**src/rtl/rail_pkg.sv**
```systemverilog
// rail_pkg: shared FSM encodings and default cycle constants for the crossing front end
package rail_pkg;
  typedef enum logic [2:0] {
    IDLE     = 3'd0,
    ARRIVING = 3'd1,
    IN_ZONE  = 3'd2,
    LEAVING  = 3'd3,
    FAULT    = 3'd4
  } state_t;
  localparam int CLK_HZ       = 100_000_000;
  localparam int DEBOUNCE_DEF = CLK_HZ / 1000;
  localparam int TIMEOUT_DEF  = CLK_HZ * 10;
endpackage

```
**src/rtl/sensor_debounce.sv**
```systemverilog
// sensor_debounce: two-flop synchroniser, stability counter, debounced level and edge strobes
module sensor_debounce
  import rail_pkg::*;
#(
  parameter int DEBOUNCE_CYCLES = DEBOUNCE_DEF,
  parameter int DB_W            = 17
) (
  input  logic clk,
  input  logic rst,
  input  logic i_raw,
  output logic o_level,
  output logic o_rise,
  output logic o_fall
);
  logic            r_meta;
  logic            r_sync;
  logic            r_db;
  logic            r_prev;
  logic [DB_W-1:0] r_cnt;
  // level flips only after the synced input has disagreed with it for a full run of cycles
  always_ff @(posedge clk) begin
    if (rst) begin
      r_meta <= 1'b0;
      r_sync <= 1'b0;
      r_db   <= 1'b0;
      r_prev <= 1'b0;
      r_cnt  <= '0;
    end else begin
      r_meta <= i_raw;
      r_sync <= r_meta;
      r_prev <= r_db;
      if (r_sync == r_db) r_cnt <= '0;
      else if (r_cnt == DB_W'(DEBOUNCE_CYCLES - 1)) begin
        r_cnt <= '0;
        r_db  <= r_sync;
      end else r_cnt <= r_cnt + DB_W'(1);
    end
  end
  assign o_level = r_db;
  assign o_rise  = r_db & ~r_prev;
  assign o_fall  = ~r_db & r_prev;
endmodule

```
**src/rtl/train_sensor_conditioner.sv**
```systemverilog
// train_sensor_conditioner: tracks one train across the crossing and raises entry/exit pulses or a latched fault
module train_sensor_conditioner
  import rail_pkg::*;
#(
  parameter int DEBOUNCE_CYCLES = DEBOUNCE_DEF,
  parameter int DB_W            = 17,
  parameter int TIMEOUT_CYCLES  = TIMEOUT_DEF,
  parameter int TO_W            = 30
) (
  input  logic clk,
  input  logic rst,
  input  logic sens_entry_raw,
  input  logic sens_exit_raw,
  output logic entry,
  output logic exit,
  output logic occupied,
  output logic fault,
  output logic entry_db,
  output logic exit_db
);
  state_t          r_state;
  state_t          w_next;
  logic [TO_W-1:0] r_to;
  logic            w_en_lvl, w_en_rise, w_en_fall;
  logic            w_ex_lvl, w_ex_rise, w_ex_fall;
  logic            w_track, w_to_hit, w_clear;
  logic            w_entry, w_exit, w_occ, w_fault;

  sensor_debounce #(.DEBOUNCE_CYCLES(DEBOUNCE_CYCLES), .DB_W(DB_W)) u_entry_db (
    .clk(clk), .rst(rst), .i_raw(sens_entry_raw),
    .o_level(w_en_lvl), .o_rise(w_en_rise), .o_fall(w_en_fall)
  );
  sensor_debounce #(.DEBOUNCE_CYCLES(DEBOUNCE_CYCLES), .DB_W(DB_W)) u_exit_db (
    .clk(clk), .rst(rst), .i_raw(sens_exit_raw),
    .o_level(w_ex_lvl), .o_rise(w_ex_rise), .o_fall(w_ex_fall)
  );

  assign w_track  = (r_state == ARRIVING) || (r_state == IN_ZONE) || (r_state == LEAVING);
  assign w_to_hit = w_track && (r_to == TO_W'(TIMEOUT_CYCLES));
  // the zone is clear on the cycle the last covered sensor releases
  assign w_clear  = (w_ex_fall && !w_en_lvl) || (w_en_fall && !w_ex_lvl);

  // state register
  always_ff @(posedge clk) begin
    if (rst) r_state <= IDLE;
    else r_state <= w_next;
  end

  // next-state decode; the timeout overrides any transition and undefined codes fail safe
  always_comb begin
    w_next = r_state;
    case (r_state)
      IDLE:     w_next = w_ex_rise ? FAULT : (w_en_rise ? ARRIVING : IDLE);
      ARRIVING: w_next = w_ex_rise ? LEAVING : (w_en_fall ? IN_ZONE : ARRIVING);
      IN_ZONE:  w_next = w_en_rise ? FAULT : (w_ex_rise ? LEAVING : IN_ZONE);
      LEAVING:  w_next = (w_en_rise && w_ex_lvl) ? FAULT : (w_clear ? IDLE : LEAVING);
      default:  w_next = FAULT;
    endcase
    if (w_to_hit) w_next = FAULT;
  end

  // output decode from the transition about to be taken
  always_comb begin
    w_entry = (r_state == IDLE) && (w_next == ARRIVING);
    w_exit  = (r_state == LEAVING) && (w_next == IDLE);
    w_occ   = (w_next == ARRIVING) || (w_next == IN_ZONE) || (w_next == LEAVING);
    w_fault = (w_next == FAULT);
  end

  // registered outputs so nothing downstream sees a combinational input path
  always_ff @(posedge clk) begin
    if (rst) begin
      entry    <= 1'b0;
      exit     <= 1'b0;
      occupied <= 1'b0;
      fault    <= 1'b0;
    end else begin
      entry    <= w_entry;
      exit     <= w_exit;
      occupied <= w_occ;
      fault    <= w_fault;
    end
  end

  // dwell timer: restarts when a train is picked up, saturates at the limit
  always_ff @(posedge clk) begin
    if (rst) r_to <= '0;
    else if (w_entry) r_to <= '0;
    else if (w_track && !w_to_hit) r_to <= r_to + TO_W'(1);
  end

  assign entry_db = w_en_lvl;
  assign exit_db  = w_ex_lvl;
endmodule
```
**config.mk**
```make
export PLATFORM = sky130hd
export DESIGN_NAME = train_sensor_conditioner
export DESIGN_NICKNAME = d
export VERILOG_FILES = /design/src/rtl/rail_pkg.sv /design/src/rtl/sensor_debounce.sv /design/src/rtl/train_sensor_conditioner.sv
export SDC_FILE = /design/constraint.sdc
export NUM_CORES = 1
export LEC_CHECK = 0
export ABC_AREA = 1
export CAP_MARGIN = 15
export CORE_ASPECT_RATIO = 1.4
export CORE_MARGIN = 2
export CORE_UTILIZATION = 65
export DETAILED_ROUTE_END_ITERATION = 10
export PLACE_DENSITY = 0.83
export SYNTH_ARGS = -nofsm -noshare
export SYNTH_HDL_FRONTEND = slang
export SYNTH_SLANG_ARGS = --single-unit
```
**constraint.sdc**
```tcl
create_clock -name clk -period 2.25 [get_ports clk]
set_input_delay 0.225 -clock clk [delete_from_list [all_inputs] [get_ports clk]]
set_output_delay 0.225 -clock clk [all_outputs]
set_load 0.02 [all_outputs]
```
# Word level (Yosys, flattened, before mapping)
# Index checks and enable logic that the tools add are counted.
[classes] addsub=3 n_eq_ne=12 mux=10 bitwise_logic=10 reduce_logical=22
[ops] op="$add A17 B1 Y17 const B" count=2
[ops] op="$eq A17 B17 Y1 const B" count=2
[ops] op="$add A30 B1 Y30 const B" count=1
[ops] op="$eq A30 B30 Y1 const B" count=1
[ops] op="$eq A3 B2 Y1 const B" count=4
[ops] op="$mux W3" count=4
[ops] op="$pmux W3 S4" count=1
[ops] op="$logic_and A1 B1 Y1" count=7
[ops] op="$eq A3 B1 Y1 const B" count=2
[ops] op="$logic_not A3 Y1" count=2
[ops] op="$mux W2" count=3
[ops] op="$not A1 Y1" count=6
[ops] op="$reduce_or A3 Y1" count=2
[ops] op="$logic_or A1 B1 Y1" count=5
[ops] op="$and A1 B1 Y1" count=4
[ops] op="$reduce_and A2 Y1" count=2
[ops] op="$eq A3 B3 Y1 const B" count=1
[ops] op="$logic_not A1 Y1" count=3
[ops] op="$eq A1 B1 Y1" count=2
[ops] op="$mux W1" count=2
[ops] op="$reduce_or A2 Y1" count=1
[totals] ff_bits=79 in_bits=4 wordCells=73

# Depth between registers and ports, before layout
[depth] ltp_word=11 ltp_mapped=12 ltp_nobuf=11

# By module
# A second synthesis with hierarchy kept.
[hier_totals] cells_unflattened=750 hier_area_um2=4615.7
[by_module_without_submodules] module="train_sensor_conditioner" instances=1 cells_each=430 area_each_um2=2451.1
[by_module_without_submodules] module="sensor_debounce" instances=2 cells_each=160 area_each_um2=1082.3

# Worst setup path after synthesis
# No wires, ideal clock.
[synth_timing] kind="reg-to-reg" from="register u_entry_db.r_cnt[0]" to="register u_entry_db.r_cnt[16]" setup_time_ps=117 arrival_time_ps=1385 slack_ps=748 stages_incl_launch_ff=8 path_buffers=1 synth_period_minus_slack_ps=1502 cell_sequence="dfxtp_1 > ha_1 > nand2_1 > nor2_1 > nand3_1 > nand2_1 > buf_2 > nor2_1"
[synth_via] elab_chain_cells=2 word_cells_on_any_way=3 cone_classes="add/sub (1); eq/ne (1); reduce/logical (1)"
[synth_lines] element="from (decl)" line="sensor_debounce.sv:19" text="logic [DB_W-1:0] r_cnt;"
[synth_lines] element="from (signal assigned)" line="sensor_debounce.sv:36" text="end else r_cnt <= r_cnt + DB_W'(1);"
[synth_lines] element="branches (longest 2 deep; another with $add A17 B1 Y17)"
# Several ways; the timed one is not identified.
# A chain may end at the register's enable or synchronous reset.

# Final worst setup path
[layout_timing] from="register u_entry_db.r_cnt[0]" to="register u_entry_db.r_cnt[10]"
# Same word-level chain as after synthesis.

==> summary.txt <==
r2r setup slk: 0.40 ns
initial cell density of the core: 67.1%
leakage power: 1.67 nW
maximum clock rate: 539 MHz
worst slew pin tran: 0.599 ns
mux contribution to synthesized area: 0%
minimum clock period: 1.85 ns
pin count of the biggest net entering global routing: 31
worst-path maximum fanout: 14
DRT Pass-1 Iters: 6
synth top area cells: dfxtp_1, nand2_1, nor2_1
fin. max-slew vios: 0
H-tree level count: 3
Die H: 101 µm
vias in the first global route: 4172
Iter 0 DRT Violations: 295
startpoint types: flop
M2 GR Usage: 51.3%
setup tns final: 0 ns
Clock Sinks: 79
hold path start: sens_exit_raw
FF+latch count, synth: 79
Via-to-Cell Ratio: 5.46
GRT met1 Usage: 31.6%
initial antenna violation count: 0
Num CTS Buffers: 9
dpl hpwl: 7390 µm
fin cells: 796
Post-CTS Resized: 0
DR WL/cell: 12.4 µm
top-area cell type share of the netlist area: 35.9%
CP required: 2.47 ns
Worst Path Arrival: 2.08 ns
worst hold stages: 3
die area: 7470 µm²
footprint of the multi-input gates: 2440 µm²
Final Setup Violations: 0
outcome: completed
Die W: 73.6 µm
clock slew at reported path FFs: 0.09 ns
grt met3 use: 4.98%
CORE AREA: 6570 µm²
xor/xnor share of the synthesized area: 5.56%
FF-to-FF End: u_entry_db.r_cnt[10]
Synth area leader: dfxtp_1
All-Layer GR Usage: 28.7%
Ports: 10
Routed WL: 9850 µm
fin crit share: 82.4%
end of the worst hold path: u_exit_db.r_meta
warnings from Yosys: 0
via count: 4344
Hold WC Path Type: in -> reg
FF+latch area: 1580 µm²
most frequent cells in the layout: nand2_1, nor2_1, inv_1
commonest non-fill, non-tap cell in the layout: nand2_1
R2R depth: 6
Gate Count Post-Synth: 705
crit path capture type: flop
compound-gate portion of the synthesized area: 6.84%
PortBufs: 9
DRC viols: 0
Seq/Total Area, Yosys: 35.9%
n_diodes: 0
clock skew: 0.0110 ns
GRT busiest layer: met2
Max VDD drop: 0.434 mV
DRT antenna net count: 0
Reg2Reg Launch Point: u_entry_db.r_cnt[0]
synthesized net count: 713
unrepaired setup endpoints after global routing: no
Max Root-Sink Buffers: 2
synthesized area: 4410 µm²
clk root buf: clkbuf_8
Final Hold Viols: 0
hold buffers post-CTS: 0
max_slew headroom: 60.0%
ratio of cells with drive above 1 in the final layout: 5.82%
overflow left after global routing: 0
CP Class: reg -> reg
largest family of logic cells by synthesized area: simple AND/OR/NAND/NOR gates
CTS tree: yes
Netlist cell types: 26
row count: 35
Final #Nets: 725
Mean Syn Cell Area: 6.25 µm²
Pwr Density: 507 nW/µm²
max_cap viols: 0
final setup margin: 0.396 ns
pre-CTS setup slack: 0.453 ns
Power, Total: 2.40 mW
Inst Count DP: 780
gpl congestion: 0.974
fillers: 580
Post-CTS Setup Inserts: 0
Skew-Pair Late Insertion Delay: 0.35 ns
area grow syn2layout: 7.41%
first-pass GRT wire length: 17100 µm
Simple-Gate Fraction of Synth Area: 41.8%
post-synthesis adder-cell area fraction: 1.14%
## stage by stage
step	util, %	hold WS, ns	cell area [µm²]
after floorplan	-	0.294	4410
after global placement	69.4	0.394	4560
after detailed placement	69.4	0.396	4560
after CTS	72.1	0.377	4740
after global routing	72.1	0.394	4740
final	72.1	0.381	4740
## routing by layer
layer / vias to the layer above / part of all wire [%]
li1: 2245 / -
met1: 1940 / 42
met2: 127 / 50
met3: 32 / 4.7
met4: 0 / 3.5
met5: - / 0
## worst max-delay path, stage by stage, from the launching register on
cell and delay (ns):
dfxtp_1 0.36, ha_1 0.18, nand2_1 0.08, nor2_1 0.30
nand3_1 0.25, nand2_1 0.43, nor3_1 0.12
## Yosys cell counts
library cell	instances
nand3b_1	1
buf_2	6
nor3b_1	2
a31oi_1	1
o211ai_1	1
nor4_1	1
xor2_1	22
xnor2_1	6
o21ai_0	4
a21oi_2	10
or2_2	3
clkbuf_1	5
inv_2	2
nand4_1	18
buf_4	1
nand2_1	220
dfxtp_1	79
inv_1	80
ha_1	4
nor2_2	4
nor2_1	123
buf_6	2
nand2_2	1
a21oi_1	36
nand3_1	53
nor3_1	20
## how the worst max path moves through the flow
stage	start	end	slack, ns
after floorplan	u_entry_db.r_cnt[0]	u_entry_db.r_cnt[16]	0.75
after detailed placement	u_entry_db.r_cnt[0]	u_entry_db.r_cnt[10]	0.45
after CTS	u_entry_db.r_cnt[0]	u_entry_db.r_cnt[10]	0.39
after global placement	u_entry_db.r_cnt[0]	u_entry_db.r_cnt[10]	0.52
final	u_entry_db.r_cnt[0]	u_entry_db.r_cnt[10]	0.40
after global routing	u_entry_db.r_cnt[0]	u_entry_db.r_cnt[10]	0.17
## state kept, by name, indices dropped and copies added (netlist names), 3 cells and up
signal            cells
r_state               3
r_to                 30
u_entry_db.r_cnt     17
u_exit_db.r_cnt      17
## cell families (layout without fill, tap and decap cells)
kind of cell / count (synthesis) / in the layout
and+or+nand+nor: 446 / 446
adders and majority gates: 4 / 4
AOI/OAI and AO/OA: 52 / 52
xor gates and xnor gates: 28 / 28
buffers and inverters: 96 / 113
DFF: 79 / 79
## power by group
group / switching [mW] / internal [mW] / leakage (nW)
sequential: 0.00237 / 1.40 / 0.637
combinational: 0.0241 / 0.0111 / 0.947
clock: 0.550 / 0.412 / 0.0879
## cell type report
class	count	share of cell area, %
multi-input combinational	530	51.5
sequential	79	33.4
inverter	82	6.50
timing repair buffer	15	2.85
clock buffer	9	2.62
tap	74	1.96
clock inverter	7	1.14
No activity file was read; power rests on OpenSTA's default activity.
